### src/rtl/cpu_program_loader.sv
// cpu_program_loader: takes a 32-bit host word stream and writes it into the
// instruction and data memories through their external write ports. Once both
// memories are loaded it raises enable for a programmed number of cycles,
// then reports completion.
module cpu_program_loader #(
    parameter int IMEM_WORDS_MAX = 128,
    parameter int DMEM_WORDS_MAX = 128,
    parameter int CNT_W          = 32
) (
    input  logic              clk,
    input  logic              arst_n,
    input  logic              start,
    input  logic [7:0]        imem_words,
    input  logic [7:0]        dmem_words,
    input  logic [CNT_W-1:0]  run_cycles,
    input  logic              s_valid,
    input  logic [31:0]       s_data,
    output logic              s_ready,
    output logic [63:0]       addr_ext,
    output logic              wen_ext,
    output logic              ren_ext,
    output logic [31:0]       wdata_ext,
    output logic [63:0]       addr_ext_2,
    output logic              wen_ext_2,
    output logic              ren_ext_2,
    output logic [63:0]       wdata_ext_2,
    output logic              enable,
    output logic              busy,
    output logic              done,
    output logic [CNT_W-1:0]  cycle_count
);

    typedef enum logic [2:0] {
        IDLE,
        LOAD_I,
        LOAD_D,
        GAP,
        RUN,
        DONE
    } state_t;

    // Count inputs are only 8 bits wide, so the memory depths are clipped to
    // what an 8-bit count can express before being used as saturation limits.
    localparam logic [7:0] IMEM_LIMIT = (IMEM_WORDS_MAX > 255) ? 8'd255 : 8'(IMEM_WORDS_MAX);
    localparam logic [7:0] DMEM_LIMIT = (DMEM_WORDS_MAX > 255) ? 8'd255 : 8'(DMEM_WORDS_MAX);

    state_t             state;
    logic [7:0]         imem_cnt;
    logic [7:0]         dmem_cnt;
    logic [7:0]         i_idx;
    logic [7:0]         d_idx;
    logic               high_half;
    logic [31:0]        low_word;
    logic [CNT_W-1:0]   run_cnt;

    logic [7:0]         imem_sat;
    logic [7:0]         dmem_sat;
    logic [CNT_W-1:0]   cycle_next;
    logic               accept;

    assign imem_sat   = (imem_words > IMEM_LIMIT) ? IMEM_LIMIT : imem_words;
    assign dmem_sat   = (dmem_words > DMEM_LIMIT) ? DMEM_LIMIT : dmem_words;
    assign cycle_next = cycle_count + CNT_W'(1);

    assign s_ready   = (state == LOAD_I) || (state == LOAD_D);
    assign accept    = s_valid && s_ready;
    assign ren_ext   = 1'b0;
    assign ren_ext_2 = 1'b0;

    // Sequencer: latches the job on start, turns accepted beats into one-cycle
    // write pulses, then times the run window and flags completion.
    always_ff @(posedge clk or negedge arst_n) begin
        if (!arst_n) begin
            state       <= IDLE;
            imem_cnt    <= '0;
            dmem_cnt    <= '0;
            i_idx       <= '0;
            d_idx       <= '0;
            high_half   <= 1'b0;
            low_word    <= '0;
            run_cnt     <= '0;
            addr_ext    <= '0;
            wen_ext     <= 1'b0;
            wdata_ext   <= '0;
            addr_ext_2  <= '0;
            wen_ext_2   <= 1'b0;
            wdata_ext_2 <= '0;
            enable      <= 1'b0;
            busy        <= 1'b0;
            done        <= 1'b0;
            cycle_count <= '0;
        end else begin
            wen_ext   <= 1'b0;
            wen_ext_2 <= 1'b0;
            case (state)
                IDLE, DONE: begin
                    if (start) begin
                        imem_cnt    <= imem_sat;
                        dmem_cnt    <= dmem_sat;
                        run_cnt     <= run_cycles;
                        i_idx       <= '0;
                        d_idx       <= '0;
                        high_half   <= 1'b0;
                        done        <= 1'b0;
                        cycle_count <= '0;
                        busy        <= 1'b1;
                        if (imem_sat != 8'd0) begin
                            state <= LOAD_I;
                        end else if (dmem_sat != 8'd0) begin
                            state <= LOAD_D;
                        end else begin
                            state <= GAP;
                        end
                    end
                end
                LOAD_I: begin
                    if (accept) begin
                        wen_ext   <= 1'b1;
                        addr_ext  <= {54'd0, i_idx, 2'b00};
                        wdata_ext <= s_data;
                        if (i_idx == imem_cnt - 8'd1) begin
                            if (dmem_cnt != 8'd0) begin
                                state <= LOAD_D;
                            end else begin
                                state <= GAP;
                            end
                        end else begin
                            i_idx <= i_idx + 8'd1;
                        end
                    end
                end
                LOAD_D: begin
                    if (accept) begin
                        if (!high_half) begin
                            low_word  <= s_data;
                            high_half <= 1'b1;
                        end else begin
                            high_half   <= 1'b0;
                            wen_ext_2   <= 1'b1;
                            addr_ext_2  <= {53'd0, d_idx, 3'b000};
                            wdata_ext_2 <= {s_data, low_word};
                            if (d_idx == dmem_cnt - 8'd1) begin
                                state <= GAP;
                            end else begin
                                d_idx <= d_idx + 8'd1;
                            end
                        end
                    end
                end
                GAP: begin
                    if (run_cnt == '0) begin
                        state <= DONE;
                        busy  <= 1'b0;
                        done  <= 1'b1;
                    end else begin
                        state  <= RUN;
                        enable <= 1'b1;
                    end
                end
                RUN: begin
                    cycle_count <= cycle_next;
                    if (cycle_next == run_cnt) begin
                        state  <= DONE;
                        enable <= 1'b0;
                        busy   <= 1'b0;
                        done   <= 1'b1;
                    end
                end
                default: begin
                    state <= IDLE;
                end
            endcase
        end
    end

endmodule
### config.mk
export PLATFORM = sky130hd
export DESIGN_NAME = cpu_program_loader
export DESIGN_NICKNAME = d
export VERILOG_FILES = /design/src/rtl/cpu_program_loader.sv
export SDC_FILE = /design/constraint.sdc
export NUM_CORES = 1
export LEC_CHECK = 0
export ABC_AREA = 1
export BUFFER_PORTS_ARGS = -buffer_cell sky130_fd_sc_hd__buf_4
export CELL_PAD_IN_SITES_DETAIL_PLACEMENT = 1
export CELL_PAD_IN_SITES_GLOBAL_PLACEMENT = 1
export CORE_MARGIN = 4
export CORE_UTILIZATION = 34
export DETAILED_ROUTE_END_ITERATION = 8
export PLACE_DENSITY_LB_ADDON = 0.1
export SKIP_CTS_REPAIR_TIMING = 1
export SLEW_MARGIN = 20
export SYNTH_ARGS = -nofsm -noshare
export SYNTH_HDL_FRONTEND = slang
export SYNTH_SLANG_ARGS = --single-unit
export TNS_END_PERCENT = 30
### constraint.sdc
create_clock -name clk -period 2.4 [get_ports clk]
set_clock_uncertainty 0.15 [all_clocks]
set_input_delay 0.48 -clock clk [delete_from_list [all_inputs] [get_ports clk]]
set_output_delay 0.48 -clock clk [all_outputs]
set_load 0.01 [all_outputs]
==> qor.txt, run 1 <==
Remaining Overflow, GRT = 0
Worst vdd ir = 653 uV
Worst Reg-to-Reg Cells = 16
Commonest non-fill, non-tap cell in the layout = nand2_1
Ant diodes = 0
Area leader, netlist = dfrtp_1
Starting Density = 34.6%
Design Power = 17.3 mW
Maxcap violations = 0
Clock transition at the registers of the reported paths = 0.06 ns
Clock Sinks = 249
Core Rows = 70
Htree depth = 1
Worst slew pin tran = 0.590 ns
Post-Syn Area = 12700 um2
Worst hold path class = in -> reg
Largest net degree at the start of global routing = 87
Syn_area_per_cell = 7.82 um2
Drt drc = 0
Filler Cell Count = 4516
Clock latency on the worst-skew pair = 0.57 ns
Root Buffer = clkbuf_16
Yosys top cell area share = 48.9%
Final worst path period share = 107%
Main combinational cell family by area after synthesis = simple AND/OR/NAND/NOR gates
Die Wd = 202 um
DRT Pass-1 Iters = 4
Num CTS Buffers = 29
Routed WL per cell = 16.9 um
Final #Nets = 2080
Post-DP HPWL = 31600 um
Post-route cell area = 17000 um2
Reg-to-reg endpoint = state[1]
Hold path depth = 3
Critical path fanouts, max = 7
Slew headroom = 60.6%
Setup TNS = -0.803 ns
Syn Inst Count = 1628
# port buffers = 233
Synth Area in Adders = 0.491%
Global-route wire length before repair = 66200 um
Cell Count Post-Placement = 2394
Commonest cells after routing, fill and taps aside = nand2_1 (498), buf_4 (348), dfrtp_1 (244)
Vias in the first global route = 12000
Final setup viols = 5
Min Hold Slack = -0.0197 ns
Synth Flop Type = dfrtp_1
Synth top area cells = dfrtp_1 (49%), nand2_1 (15%), o21ai_0 (7.5%), buf_4 (6.7%), inv_1 (4.8%)
Non-filler cells, final = 2479
Startpoint of the worst hold path = run_cycles[2]
Status = finished with violations
RSZ-0062 raised after global routing = yes
CP endpoint kind = register
Initial antenna violation count = 0
DR vias/cell = 4.70
Worst Hold Path EP = run_cnt[2]
Initial detailed-routing violation count = 440
Worst reg-to-reg setup slack = -0.16 ns
Ys Warns = 0
CTS max path bufs = 3
CTS tree = built
Die Area = 40600 um2
DR vias = 11600
Die Y = 202 um
Setup ws final = -0.164 ns
Share of cells above drive strength 1 = 24.2%
Slew Viols, Final = 0
Top achievable clock speed = 390 MHz
Crit path DAT = 2.86 ns
WS Path Type = reg -> reg
Simple-gate portion of the synthesized area = 26.4%
Total track usage = 19.7%
WL final = 41900 um
Sequential cell area fraction in the yosys report = 48.9%
#FFs+latches synth = 249
Mux cell area share after synthesis = 0%
Post-synth EDFFs = 0
Area delta synth->final = 33.2%
Dpl cell area = 15400 um2
Antenna Nets Post-Route = 0
Crit path time final = 2.56 ns
Post-Synth XOR/XNOR Area = 1.90%
Synth Area in Compound Gates = 9.22%
Post-synth cell types = 38
Worst Setup Start Kind = register
# IOs = 348
Placer Congestion = 0.865
Synth async-reset ratio = 100%
Final Hold Vio Count = 6
Cell Pwr Density = 1020 nW/um2
Core area = 36800 um2
Worst r2r src = cycle_count[1]
Worst EP required = 2.69 ns
Violated checks = hold timing, setup timing
Layout Utilization = 46.1%
LEAKAGE = 8.76 nW
## cell usage after synthesis (2+ instances only)
master    count
nand2_1     505
dfrtp_1     249
o21ai_0     191
inv_1       164
buf_4       114
nand3_1     105
nor2_1      101
clkbuf_1     45
nand4_1      25
xor2_1       19
o22ai_1      17
nor3_1       14
a21oi_1      13
nor4_1       12
nand2_2       7
xnor2_1       6
ha_1          5
nor2_4        5
nand3_2       3
nand3b_1      3
o21ai_1       3
buf_1         2
inv_2         2
nand2_4       2
nor2_2        2
nor2_8        2
## critical path: stages (launching register included)
cell and delay (ns):
dfrtp_1 0.37, ha_2 0.23, nand2_4 0.06, nor2_4 0.26, nand2_4 0.11, nor2_4 0.23
nand3_2 0.14, nand3_2 0.09, nand2_1 0.05, nor2_1 0.10, nand2_1 0.10, nor2_4 0.16
nand3_2 0.10, nand2_4 0.11, nand2_2 0.07, nand2_1 0.05, nand2_1 0.05
## state kept, by name (all words and copies together) (netlist names), 3 cells and up
name and flops:
addr_ext 8, wdata_ext 32, i_idx 8, cycle_count 32
run_cnt 32, state 3, addr_ext_2 8, dmem_cnt 8
d_idx 8, imem_cnt 8, wdata_ext_2 64, low_word 32
## cell type report
class,count,area (um2),area share [%]
Clock buffer,43,868,5.12
Clock inverter,8,111,0.657
Inverter,167,627,3.70
Multi-Input combinational cell,1164,5500,32.4
Sequential cell,249,6240,36.8
Tap cell,468,586,3.45
Timing Repair Buffer,380,3030,17.9
## per-stage QoR
stage                     setup WS (ns)  hold slack [ns]
final                            -0.164          -0.0197
after global routing             -0.346          0.00324
after CTS                        -0.270           -0.279
after detailed placement         -0.273            0.309
after global placement           -0.209            0.306
after floorplan                  0.0964           0.0344
## kinds of logic (layout without fill, tap and decap cells)
| kind of cell | Yosys count | after routing |
|---|---|---|
| adder cells (fa/ha/maj) | 5 | 5 |
| XOR/XNOR | 26 | 26 |
| AND/OR/NAND/NOR | 790 | 791 |
| AO/OA/AOI/OAI | 228 | 228 |
| buffers and inverters | 329 | 598 |
| flip-flops | 249 | 249 |
| other | 1 | 114 |
## how the worst max path moves through the flow
stage,from,end,slack (ns),depth (start not counted)
floorplan,cycle_count[0],busy,0.1,18
global placement,cycle_count[8],busy,-0.21,15
detailed placement,cycle_count[8],done,-0.27,15
CTS,cycle_count[8],done,-0.27,15
global route,cycle_count[1],done,-0.35,16
finish,cycle_count[1],state[1],-0.16,16
## layer usage
layer | part of all wire [%] | track usage, % | up-vias
met5 | 0 | 0 | -
met4 | 2.0 | 3.88 | 0
met3 | 4.5 | 3.11 | 44
met2 | 48 | 32.9 | 257
met1 | 46 | 27.5 | 5634
li1 | - | - | 5705
## power by group
group | internal, mW | switching [mW]
Combinational | 2.58 | 3.81
Sequential | 5.48 | 0.920
Clock | 2.71 | 1.81
Total | 10.8 | 6.53
Power figures use the tool's default switching activity.
==> run 2: changes to the inputs <==
--- a/config.mk
+++ b/config.mk
@@ -10,7 +10,7 @@
 export CELL_PAD_IN_SITES_DETAIL_PLACEMENT = 1
 export CELL_PAD_IN_SITES_GLOBAL_PLACEMENT = 1
 export CORE_MARGIN = 4
-export CORE_UTILIZATION = 34
+export CORE_UTILIZATION = 38
 export DETAILED_ROUTE_END_ITERATION = 8
 export PLACE_DENSITY_LB_ADDON = 0.1
 export SKIP_CTS_REPAIR_TIMING = 1
==> constraint.sdc (replaced) <==
create_clock -name clk -period 3 [get_ports clk]
set_clock_uncertainty 0.15 [all_clocks]
set_input_delay 0.6 -clock clk [delete_from_list [all_inputs] [get_ports clk]]
set_output_delay 0.6 -clock clk [all_outputs]
set_load 0.01 [all_outputs]
==> run 2 against run 1 <==
Against the previous run: the run now ends clean; sequential share of layout area grew 3.2 points; clock power is 24% lower; count of clock-buffer cells in the layout down 2.
==> qor.txt, run 2 (synthesis results as in run 1) <==
Setup TNS = 0 ns (+0.803 ns)
Worst slew pin tran = 0.837 ns (+0.247 ns)
Dpl cell area = 14600 um2 (-5.4%)
Most flops, register = wdata_ext_2
Reg-to-reg endpoint = state[0]
Non-filler cells, final = 2333 (-5.9%)
# port buffers = 233 (unchanged)
Crit path time final = 2.78 ns (+0.220 ns)
Layout Utilization = 47.6% (+1.5 points)
Worst reg-to-reg setup slack = 0.22 ns (+0.38 ns)
WS Path Type = reg -> reg
Critical path fanouts, max = 7 (unchanged)
Total track usage = 22.0% (+2.2 points)
Cell Count Post-Placement = 2272 (-5.1%)
Setup ws final = 0.216 ns (+0.380 ns)
Die Area = 36500 um2 (-10%)
Initial detailed-routing violation count = 474 (+7.7%)
Final setup viols = 0 (-5)
Final worst path period share = 92.8% (-14 points)
Maxcap violations = 0 (unchanged)
Core Rows = 66 (-5.7%)
CP endpoint kind = register
DR vias/cell = 4.83 (+3.0%)
Vias in the first global route = 11700 (-3.1%)
Root Buffer = clkbuf_16
Worst Reg-to-Reg Cells = 16 (unchanged)
Ant diodes = 0 (unchanged)
Final #Nets = 1957 (-5.9%)
CTS tree = built
Htree depth = 1 (unchanged)
Crit path DAT = 3.09 ns (+0.23 ns)
WL final = 40900 um (-2.4%)
DRT Pass-1 Iters = 4 (unchanged)
Clock transition at the registers of the reported paths = 0.06 ns (about the same)
Die Y = 191 um (-5.2%)
Worst hold path class = in -> reg
Area delta synth->final = 22.6%
Filler Cell Count = 4099 (-9.2%)
Setup WS pre-CTS = 0.176 ns (+0.449 ns)
Routed WL per cell = 17.5 um (+3.7%)
Initial antenna violation count = 0 (unchanged)
Top achievable clock speed = 359 MHz (-7.9%)
Post-DP HPWL = 30900 um (-2.2%)
Cell Pwr Density = 846 nW/um2 (-17%)
Core area = 32800 um2 (-11%)
LEAKAGE = 8.07 nW (-7.9%)
Design Power = 13.2 mW (-24%)
Post-route cell area = 15600 um2 (-8.0%)
Largest register FFs = 64 (unchanged)
Num CTS Buffers = 29 (unchanged)
Final Hold Vio Count = 0 (-6)
Status = finished clean
Worst EP required = 3.30 ns (+0.61 ns)
Drt drc = 0 (unchanged)
Slew Viols, Final = 0 (unchanged)
Worst vdd ir = 499 uV (-24%)
Sequential cell area = 6230 um2 (about the same)
Clock Sinks = 249 (unchanged)
Die Wd = 191 um (-5.2%)
Critical path startpoint = cycle_count[11]
Min Hold Slack = 0.0919 ns (+0.112 ns)
Antenna Nets Post-Route = 0 (unchanged)
# IOs = 348 (unchanged)
Worst Setup Start Kind = register
Slew headroom = 44.2% (-16 points)
Crit path to = state[0]
Clock latency on the worst-skew pair = 0.56 ns (about the same)
Commonest non-fill, non-tap cell in the layout = nand2_1
Share of cells above drive strength 1 = 17.9% (-6.2 points)
Placer Congestion = 0.902 (+4.3%)
CTS max path bufs = 3 (unchanged)
Multi-input gate area = 5280 um2 (-4.0%)
DR vias = 11300 (-3.1%)
Worst r2r src = cycle_count[11]
Largest net degree at the start of global routing = 113 (+30%)
Global-route wire length before repair = 64800 um (-2.1%)
Remaining Overflow, GRT = 0 (unchanged)
Commonest cells after routing, fill and taps aside = nand2_1 (504), buf_4 (253), dfrtp_1 (247)
Starting Density = 38.8% (+4.2 points)
[run 2: cell count changes in the layout (fill, tap and decap cells not counted), moves of 4 or more]
cell / before / now
nand3_2: 13 / 4
dlygate4sd3_1: 22 / 1
nor3_2: 5 / 1
buf_4: 348 / 253
nand2_1: 498 / 504
buf_12: 9 / 3
nor2_1: 83 / 97
nand3_1: 92 / 104
nor2_4: 9 / 5
nor3_1: 10 / 14
nor2_2: 16 / 6
clkbuf_8: 9 / 4
[run 2: worst max-delay path, cell delays in order (launching register included)]
cell and delay, ns:
dfrtp_1 0.35, buf_4 0.15, nand2_1 0.09, nor2_1 0.35, nand2_1 0.17, nor2_4 0.26, nand3_1 0.12, nand3_1 0.16
nand2_1 0.07, nor2_1 0.16, nand2_1 0.07, nor2_1 0.13, nand3_2 0.14, nand2_4 0.12, nand2_2 0.06, nand2_1 0.07
nand2_1 0.05
[run 2: area by class of cell]
cell class	instances	share of cell area [%]
Sequential cell	249	39.9
Multi-Input combinational cell	1163	33.9
Clock inverter	13	0.745
Timing Repair Buffer	258	12.7
Clock buffer	41	5.19
Tap cell	442	3.54
Inverter	167	4.02
[run 2: metal layers]
layer,global-route usage [%],vias up,wire length (um)
li1,-,5456,-
met1,30.8,5477,18700
met2,36.7,300,19300
met3,3.16,47,2170
met4,4.59,0,744
met5,0,-,0
[run 2: power breakdown]
group          switching, mW  total, mW  internal (mW)
combinational           2.91       4.65           1.73
sequential             0.745       5.13           4.38
clock                   1.45       3.43           1.98
total                   5.11       13.2           8.10
[run 2: how the worst min path moves through the flow]
stage                               start         endpoint  cells past startpoint
after floorplan                    arst_n      addr_ext[2]                      0
after global placement     wdata_ext_2[7]   wdata_ext_2[7]                      2
after detailed placement  wdata_ext_2[28]  wdata_ext_2[28]                      2
after CTS                          arst_n  cycle_count[23]                      1
after global routing       run_cycles[16]      run_cnt[16]                      3
final                      run_cycles[11]      run_cnt[11]                      3
